**src/rtl/if_id_fetch_queue_pkg.sv**
```systemverilog
// rtl/if_id_fetch_queue_pkg.sv - shared widths and sizing helpers for the IF/ID fetch queue
package if_id_fetch_queue_pkg;

   localparam int DEFAULT_BIT_NUMBER = 32;
   localparam int DEFAULT_DEPTH      = 4;

   // One entry carries the {pc, instruction} pair.
   function automatic int entry_width(input int bit_number);
      return 2 * bit_number;
   endfunction

   localparam int ENTRY_W = entry_width(DEFAULT_BIT_NUMBER);

   function automatic int ptr_width(input int depth);
      return $clog2(depth);
   endfunction

   // One extra bit so that count can represent DEPTH itself.
   function automatic int count_width(input int depth);
      return $clog2(depth) + 1;
   endfunction

endpackage

```
**src/rtl/if_id_fetch_queue_if.sv**
```systemverilog
// rtl/if_id_fetch_queue_if.sv - fetch-side and decode-side signals of the IF/ID fetch queue
interface if_id_fetch_queue_if #(
   parameter int BIT_NUMBER = 32,
   parameter int DEPTH      = 4
);
   import if_id_fetch_queue_pkg::*;

   localparam int CW = count_width(DEPTH);

   logic                  flush;
   logic                  in_valid;
   logic [BIT_NUMBER-1:0] in_pc;
   logic [BIT_NUMBER-1:0] in_instruction;
   logic                  full;
   logic                  out_ready;
   logic                  out_valid;
   logic [BIT_NUMBER-1:0] out_pc;
   logic [BIT_NUMBER-1:0] out_instruction;
   logic [CW-1:0]         count;

   // master: the pipeline around the queue; slave: the queue itself
   modport master (
      output flush, in_valid, in_pc, in_instruction, out_ready,
      input  full, out_valid, out_pc, out_instruction, count
   );

   modport slave (
      input  flush, in_valid, in_pc, in_instruction, out_ready,
      output full, out_valid, out_pc, out_instruction, count
   );

endinterface

```
**src/rtl/fetch_queue_mem.sv**
```systemverilog
// rtl/fetch_queue_mem.sv - DEPTH-entry register array, synchronous write, asynchronous read, no reset
module fetch_queue_mem
   import if_id_fetch_queue_pkg::*;
#(
   parameter int WIDTH = 64,
   parameter int DEPTH = 4
) (
   input  logic                        clk,
   input  logic                        wr_en,
   input  logic [ptr_width(DEPTH)-1:0] wr_addr,
   input  logic [WIDTH-1:0]            wr_data,
   input  logic [ptr_width(DEPTH)-1:0] rd_addr,
   output logic [WIDTH-1:0]            rd_data
);

   logic [WIDTH-1:0] mem [DEPTH];

   always_ff @(posedge clk) begin
      if (wr_en) begin
         mem[wr_addr] <= wr_data;
      end
   end

   assign rd_data = mem[rd_addr];

endmodule

```
**src/rtl/if_id_fetch_queue.sv**
```systemverilog
// rtl/if_id_fetch_queue.sv - in-order {pc, instruction} buffer between fetch and decode with flush
module if_id_fetch_queue
   import if_id_fetch_queue_pkg::*;
#(
   parameter int BIT_NUMBER = 32,
   parameter int DEPTH      = 4
) (
   input  logic               clk,
   input  logic               rst,
   if_id_fetch_queue_if.slave bus
);

   localparam int PW = ptr_width(DEPTH);
   localparam int CW = count_width(DEPTH);
   localparam int EW = entry_width(BIT_NUMBER);

   logic [PW-1:0] rd_ptr;
   logic [PW-1:0] wr_ptr;
   logic [CW-1:0] count_q;
   logic          full;
   logic          out_valid;
   logic          push;
   logic          pop;
   logic [EW-1:0] rd_data;

   assign full      = (count_q == CW'(DEPTH));
   assign out_valid = (count_q != '0);

   // flush wins over both sides; a push is refused while full even if a pop frees a slot
   assign push = bus.in_valid & ~full & ~bus.flush;
   assign pop  = out_valid & bus.out_ready & ~bus.flush;

   always_ff @(posedge clk or posedge rst) begin
      if (rst) begin
         rd_ptr  <= '0;
         wr_ptr  <= '0;
         count_q <= '0;
      end else if (bus.flush) begin
         rd_ptr  <= '0;
         wr_ptr  <= '0;
         count_q <= '0;
      end else begin
         if (push) begin
            wr_ptr <= wr_ptr + PW'(1);
         end
         if (pop) begin
            rd_ptr <= rd_ptr + PW'(1);
         end
         case ({push, pop})
            2'b10:   count_q <= count_q + CW'(1);
            2'b01:   count_q <= count_q - CW'(1);
            default: count_q <= count_q;
         endcase
      end
   end

   fetch_queue_mem #(
      .WIDTH (EW),
      .DEPTH (DEPTH)
   ) u_mem (
      .clk     (clk),
      .wr_en   (push),
      .wr_addr (wr_ptr),
      .wr_data ({bus.in_pc, bus.in_instruction}),
      .rd_addr (rd_ptr),
      .rd_data (rd_data)
   );

   // storage is never reset, so the head is masked while empty
   assign bus.out_pc          = out_valid ? rd_data[EW-1:BIT_NUMBER] : '0;
   assign bus.out_instruction = out_valid ? rd_data[BIT_NUMBER-1:0]  : '0;
   assign bus.out_valid       = out_valid;
   assign bus.full            = full;
   assign bus.count           = count_q;

   a_count_bound: assert property (@(posedge clk) disable iff (rst) count_q <= CW'(DEPTH));

endmodule

```
**src/flat_wrapper.sv**
```systemverilog
// flat-port wrapper written by rule: the top's interface ports become plain ports
module if_id_fetch_queue_flat import if_id_fetch_queue_pkg::*;
#(
   parameter int BIT_NUMBER = 32,
   parameter int DEPTH      = 4
)
  (clk, rst, bus_flush, bus_in_valid, bus_in_pc, bus_in_instruction, bus_out_ready, bus_full, bus_out_valid, bus_out_pc, bus_out_instruction, bus_count);
  if_id_fetch_queue_if #(.BIT_NUMBER(BIT_NUMBER), .DEPTH(DEPTH)) bus_i ();
  input  logic clk;
  input  logic rst;
  input wire logic [$bits(bus_i.flush)-1:0] bus_flush;
  input wire logic [$bits(bus_i.in_valid)-1:0] bus_in_valid;
  input wire logic [$bits(bus_i.in_pc)-1:0] bus_in_pc;
  input wire logic [$bits(bus_i.in_instruction)-1:0] bus_in_instruction;
  input wire logic [$bits(bus_i.out_ready)-1:0] bus_out_ready;
  output wire logic [$bits(bus_i.full)-1:0] bus_full;
  output wire logic [$bits(bus_i.out_valid)-1:0] bus_out_valid;
  output wire logic [$bits(bus_i.out_pc)-1:0] bus_out_pc;
  output wire logic [$bits(bus_i.out_instruction)-1:0] bus_out_instruction;
  output wire logic [$bits(bus_i.count)-1:0] bus_count;
  assign bus_i.flush = bus_flush;
  assign bus_i.in_valid = bus_in_valid;
  assign bus_i.in_pc = bus_in_pc;
  assign bus_i.in_instruction = bus_in_instruction;
  assign bus_i.out_ready = bus_out_ready;
  assign bus_full = bus_i.full;
  assign bus_out_valid = bus_i.out_valid;
  assign bus_out_pc = bus_i.out_pc;
  assign bus_out_instruction = bus_i.out_instruction;
  assign bus_count = bus_i.count;
  if_id_fetch_queue #(.BIT_NUMBER(BIT_NUMBER), .DEPTH(DEPTH)) u_core (.clk(clk), .rst(rst), .bus(bus_i));
endmodule
```
**config.mk**
```make
export PLATFORM = sky130hd
export DESIGN_NAME = if_id_fetch_queue_flat
export DESIGN_NICKNAME = d
export VERILOG_FILES = /design/src/rtl/if_id_fetch_queue_pkg.sv /design/src/rtl/if_id_fetch_queue_if.sv /design/src/rtl/fetch_queue_mem.sv /design/src/rtl/if_id_fetch_queue.sv /design/src/flat_wrapper.sv
export SDC_FILE = /design/constraint.sdc
export NUM_CORES = 1
export LEC_CHECK = 0
export CORE_UTILIZATION = 43
export CTS_CLUSTER_SIZE = 12
export DETAILED_ROUTE_END_ITERATION = 8
export GPL_TIMING_DRIVEN = 0
export PLACE_DENSITY = 0.71
export REMOVE_ABC_BUFFERS = 1
export SLEW_MARGIN = 20
export SYNTH_ARGS = -nofsm -noshare
export SYNTH_HDL_FRONTEND = slang
export SYNTH_HIERARCHICAL = 1
export SYNTH_SLANG_ARGS = --single-unit
```
**constraint.sdc**
```tcl
create_clock -name clk -period 6.2 [get_ports clk]
set_clock_uncertainty 0.1 [all_clocks]
set_input_delay 0.93 -clock clk [delete_from_list [all_inputs] [get_ports clk]]
set_output_delay 0.93 -clock clk [all_outputs]
set_load 0.05 [all_outputs]
```
==> After elaboration in Yosys (flattened, before gate mapping) <==
Memory sizes are Yosys's and may differ from the RTL's.
Index checks and enable logic that the tools add are counted.
Widths: inputs -> output; s select.
{ "classes": {"n_eq_ne": 3, "reduce_logical": 4, "n_bitwise": 6, "n_mux": 10, "add_sub_neg": 4} }
{ "op_table": {"columns": ["cell", "count"], "rows": [
  ["$mux 32", 2],
  ["$mux 2", 4],
  ["$pmux 3 s2", 1],
  ["$reduce_bool 3->1", 2],
  ["$add 2x1->2 const B", 2],
  ["$and 1x1->1", 4],
  ["$reduce_bool 2->1", 2],
  ["$add 3x1->3 const B", 1],
  ["$eq 3x3->1 const B", 1],
  ["$mux 3", 1],
  ["$sub 3x1->3 const B", 1],
  ["$eq 2x1->1 const B", 1],
  ["$eq 2x2->1 const B", 1],
  ["$mux 1", 2],
  ["$not 1->1", 2]
]} }
{ "word_totals": {"ram_bits": 256, "n_memories": 1, "register_bits": 7, "out_inout_bits": 69} }
{ "mem_list": {"columns": ["memory", "words", "width", "read_ports", "rd_clocked_by_memory_dff", "write_ports", "line_no", "rtl"], "rows": [
  ["u_core.u_mem.mem", 4, 64, 1, 0, 1, "fetch_queue_mem.sv:16", "logic [WIDTH-1:0] mem [DEPTH];"]
]} }

==> Logic depth before layout (Yosys ltp) <==
{ "depth": {"word_depth": 7, "ltp_mapped": 7} }

==> Hierarchy <==
The synthesis kept the hierarchy.
{ "modules_own_cells": {"columns": ["module", "cells_each", "seq_area_each_um2", "area_each_um2", "n_inst"], "rows": [
  ["fetch_queue_mem", 338, 7687.4, 9341.5, 1],
  ["if_id_fetch_queue", 125, 175.2, 957.2, 1]
]} }

==> Worst setup path before layout <==
No wires, ideal clock.
{ "synth_timing": {"kind": "register to register", "from": "register u_core.count_q[0], in the netlist u_core/bus.count[0]", "to": "memory u_core.u_mem.mem[0][0] (enable)", "synth_period_minus_slack_ps": 6852, "required_ps": 5522, "stages_incl_launch_ff": 6, "path_buffers": 1, "path_slack_ps": -652, "arrival_ps": 6175, "setup_ps": 578, "cell_sequence": "dfrtp_1 -> buf_2 -> or3b_1 -> inv_2 -> nor3_1 -> nor3b_1"} }
{ "synth_between": {"elab_chain_cells": 6} }
{ "synth_lines": {"columns": ["element", "line_no", "rtl"], "rows": [
  ["start, declared", "if_id_fetch_queue.sv:19", "logic [CW-1:0] count_q;"],
  ["start signal, assigned", "if_id_fetch_queue.sv:50", "2'b10: count_q <= count_q + CW'(1);"],
  ["start signal, assigned", "if_id_fetch_queue.sv:51", "2'b01: count_q <= count_q - CW'(1);"],
  ["start signal, assigned", "if_id_fetch_queue.sv:52", "default: count_q <= count_q;"],
  ["$eq 3x3->1", "if_id_fetch_queue.sv:26", "assign full = (count_q == CW'(DEPTH));"],
  ["via bus_full", "flat_wrapper.sv:16", "output wire logic [$bits(bus_i.full)-1:0] bus_full;"],
  ["$not 1->1", "if_id_fetch_queue.sv:30", "assign push = bus.in_valid & ~full & ~bus.flush;"],
  ["$and 1x1->1 (2 in a row)", "if_id_fetch_queue.sv:30", null],
  ["via u_core.push", "if_id_fetch_queue.sv:22", "logic push;"],
  ["$mux 1", "fetch_queue_mem.sv:19", "if (wr_en) begin"],
  ["$mux 1 (not written as such)", "fetch_queue_mem.sv:20", "mem[wr_addr] <= wr_data;"],
  ["end, declared", "fetch_queue_mem.sv:16", null]
]} }
The timed path passes the listed nets, and every way through them passes these cells.

==> Worst setup path in the final report <==
{ "layout_timing": {"from": "register u_core.rd_ptr[0]", "to": "output bus_out_instruction[0]"} }
{ "layout_between": {"elab_chain_cells": 2} }
{ "layout_lines": {"columns": ["element", "line_no", "rtl"], "rows": [
  ["start, declared", "if_id_fetch_queue.sv:17", "logic [PW-1:0] rd_ptr;"],
  ["start signal, assigned", "if_id_fetch_queue.sv:47", "rd_ptr <= rd_ptr + PW'(1);"],
  ["$mem_v2 4x64", null, null],
  ["via u_core.rd_data[0]", "if_id_fetch_queue.sv:24", "logic [EW-1:0] rd_data;"],
  ["$mux 32", "if_id_fetch_queue.sv:71", "assign bus.out_instruction = out_valid ? rd_data[BIT_NUMBER-1:0] : '0;"],
  ["end, declared", "flat_wrapper.sv:19", "output wire logic [$bits(bus_i.out_instruction)-1:0] bus_out_instruction;"]
]} }
The timed path passes the listed nets, and every way through them passes these cells.

==> results.txt <==
The flow ran to the end, and the final reports show no timing, DRC or antenna violations. The endpoint type of the worst setup path is an output pin. Subtracting the final worst setup slack from the clock period gives between 3 and 4 ns.

Setup repair after global routing left no endpoint under its margin. Yosys printed 6 warnings. The hold slack is 0.559 ns. The required time of the worst setup path came out at 5.17 ns.

After detailed routing, the number of vias per cell comes to around 5.2. The detail-routed net length per standard cell is just under 20 um. The synthesized netlist cell count came out at around 460. Post-CTS timing repair inserted 0 buffers for setup. The post-CTS clock slew at the launch and capture registers of the worst setup and hold paths came out at around 0.060 ns. Of all cell types, the one taking the most synthesized area is sky130_fd_sc_hd__edfxtp_1.

The final weighted congestion in routability-driven placement is roughly 0.68. Before CTS, the worst setup slack after placement is approximately 2.2 ns. The number of inserted diodes is 0. The first detailed-routing pass took 5 iterations. The total die area came out at between 0.02 and 0.025 mm^2. The total clock buffers created by CTS is 27.

The proportion of synthesized flip-flops having asynchronous set or reset came out at roughly 2.7%. The final max-slew violation count was 0. TritonCTS built the clock tree. In this run the power density over the cells is 330 mW/mm^2.

The data arrival time of the worst path came out at roughly 2.9 ns. The instance area after placement is approximately 0.012 mm^2. The top-level port count came out at 138.

The synthesized design contains roughly 260 enable-type register cells. The total DRC errors in the routed layout came out at 0. The portion of the clock cycle consumed by the worst path in the final layout is 63.0%.

Across the VDD grid, the largest voltage drop is ~0.23 mV. The count of fill cells added during filler insertion came out at between 1500 and 2000. The final-report setup violation count is 0. The worst register-to-register path ends at u_core/u_mem/mem[0][34]. The final core utilization came out at around 55%. The worst-margin pin slew came out at just under 0.7 ns.

Across all layers, the routed design uses ~5000 vias. The total overflow left after global routing is 0. Relative to the synthesized area, the layout overhead comes to 24.9%.

The post-synthesis average cell area came out at 22.2 um^2. The CTS H-tree depth is 1. The area inside the core boundary came out at approximately 0.023 mm^2. The fmax came out at about 0.26 GHz.

The pin count of the biggest net entering global routing is 66. The number of unique standard cell types used by synthesis came out at 42. The worst-case headroom to the max-slew limit came out at 54.1%. The final setup slack of the worst path is roughly 2.3 ns. The layout cell share with drive strength beyond 1 came out at between 10% and 20%.

The via count of the first global-routing pass is between 5000 and 6000. The first global-routing pass estimated about 29 mm of wire. The maximum fanout along the worst path is 33.

The estimated wirelength of the detail-placed design came out at about 11 mm. The finished cells cover 0.0129 mm^2. The number of antenna violations at the first check in global routing is 0. In this run the static leakage power is slightly above 4 nW. The sequential element share of the synthesized area is approximately three quarters.

The post-synthesis sequential element count is roughly 260. The initial cell density of the core came out at 43.9%. The startpoint identified for the worst register-to-register timing path is u_core/bus.count[1]. The number of nets with antenna violations after detailed routing is 0. The number of nets in the finished design came out at about 690. Counting every sink on the clock net gives between 200 and 300. The power consumption came out at about 4.2 mW. CTS placed an instance of sky130_fd_sc_hd__clkbuf_16 at the clock tree root. The die height is 157 um. The worst setup path is of the register to output pin kind. The cell depth of the worst flop-to-flop path came out at 8. In the global route stage, overall resource usage came out at between 10% and 20%.

The first routing iteration left ~260 violations. The area of the mapped netlist is roughly 0.01 mm^2. The number of hold violations in the final report is 0. By area the synthesized netlist is led by sky130_fd_sc_hd__edfxtp_1, sky130_fd_sc_hd__mux4_2, sky130_fd_sc_hd__and2_1. The worst register-to-register path has a setup slack of roughly 3.2 ns. The type of the most critical hold path is input port to async pin.

After synthesis, the most frequently instantiated cells are sky130_fd_sc_hd__edfxtp_1, sky130_fd_sc_hd__and2_1, sky130_fd_sc_hd__mux4_2. The number of buffers inserted for hold repair after clock tree synthesis is 0. The number of buffers on the longest clock path came out at 3.

The horizontal die dimension is roughly 160 um. The share of synthesized area in the top cell type comes to around 75%. The post-cts resize count is 0. After floorplanning, the core was divided into 56 placement rows.

Summed over all layers, the routed wires come to between 15 and 20 mm. The count of maximum capacitance violations came out at 0. The flip-flop cell with the highest count after synthesis is sky130_fd_sc_hd__edfxtp_1.

STA classifies the critical path startpoint as a register. During placement, the flow inserted port buffers numbering around 140. The insertion delay of the later-clocked pin in the worst-skew pair is approximately 0.5 ns. The most repeated cell in the gate-level netlist after synthesis is sky130_fd_sc_hd__edfxtp_1.
-- worst max path at each step --
stage / from / end / slack, ns / cells past startpoint
finish: u_core/rd_ptr[0] / bus_out_instruction[0] / 2.29 / 4
global route: u_core/bus.count[1] / bus_out_pc[16] / 2.13 / 3
CTS: u_core/rd_ptr[0] / bus_out_instruction[0] / 2.23 / 4
detailed placement: bus_in_valid / u_core/u_mem/mem[0][57] / 2.17 / 8
global placement: bus_in_valid / u_core/u_mem/mem[0][54] / -5.09 / 4
floorplan: u_core/bus.count[0] / u_core/u_mem/mem[0][0] / -0.59 / 4
-- cell usage in the layout (no fill, tap or decap), types with 2 or more instances in the layout --
master	instances
sky130_fd_sc_hd__dfrtp_1	5
sky130_fd_sc_hd__clkbuf_16	27
sky130_fd_sc_hd__and2_1	64
sky130_fd_sc_hd__nor2_1	6
sky130_fd_sc_hd__dfrtp_4	2
sky130_fd_sc_hd__buf_16	2
sky130_fd_sc_hd__buf_4	4
sky130_fd_sc_hd__clkbuf_8	4
sky130_fd_sc_hd__buf_6	5
sky130_fd_sc_hd__mux4_1	4
sky130_fd_sc_hd__edfxtp_1	256
sky130_fd_sc_hd__o21ai_0	3
sky130_fd_sc_hd__mux4_2	60
sky130_fd_sc_hd__o221ai_1	2
sky130_fd_sc_hd__a211oi_1	2
sky130_fd_sc_hd__and3b_4	2
sky130_fd_sc_hd__inv_1	3
sky130_fd_sc_hd__clkdlybuf4s50_1	137
sky130_fd_sc_hd__buf_12	4
sky130_fd_sc_hd__clkinv_1	2
sky130_fd_sc_hd__xor2_1	2
sky130_fd_sc_hd__clkbuf_1	12
sky130_fd_sc_hd__nand3_1	2
-- cell families after synthesis --
logic type / after synthesis / share of synthesized area (%)
DFF: 263 / 76.3
and+or+nand+nor: 86 / 5.20
muxes: 66 / 14.4
buffers and inverters: 30 / 2.69
AOI/OAI and AO/OA: 14 / 0.960
xor gates and xnor gates: 3 / 0.255
adders and majority gates: 1 / 0.194
-- metrics by stage --
stage / cells / TNS (ns)
2_1_floorplan: 437 / -38.05
3_3_place_gp: 893 / -328.10
3_5_place_dp: 908 / 0
4_1_cts: 954 / 0
5_1_grt: 954 / 0
6_report: 954 / 0
-- metal layers --
layer / share of wire, % / global-route usage [%]
met1: 43 / 21.0
met2: 50 / 25.8
met3: 5.4 / 2.77
met4: 1.6 / 4.15
met5: 0 / 0
-- sequential cells by signal (all words and copies together), names as in the netlist --
register          flops
u_core/bus.count      3
u_core/wr_ptr         2
u_core/u_mem/mem    256
u_core/rd_ptr         2
-- area by class of cell --
cell class | instances | area (um^2) | area share (%)
sequential | 263 | 7870 | 61.2
timing repair buffer | 152 | 1590 | 12.4
inverter | 4 | 15.0 | 0.117
clock inverter | 3 | 37.5 | 0.292
multi-input combinational | 170 | 2180 | 16.9
clock buffer | 43 | 776 | 6.03
tap | 319 | 399 | 3.10
-- where the power goes --
group	switching (mW)	internal, mW
Clock	0.597	0.887
Combinational	0.426	0.301
Sequential	0.0263	2.00
-- worst max-delay path, stage by stage, from the launching register on --
cell	delay [ns]
sky130_fd_sc_hd__dfrtp_4	0.59
sky130_fd_sc_hd__buf_16	0.28
sky130_fd_sc_hd__mux4_1	0.60
sky130_fd_sc_hd__and2_1	0.15
sky130_fd_sc_hd__clkdlybuf4s50_1	0.69
(Power assumes the default switching activity.)
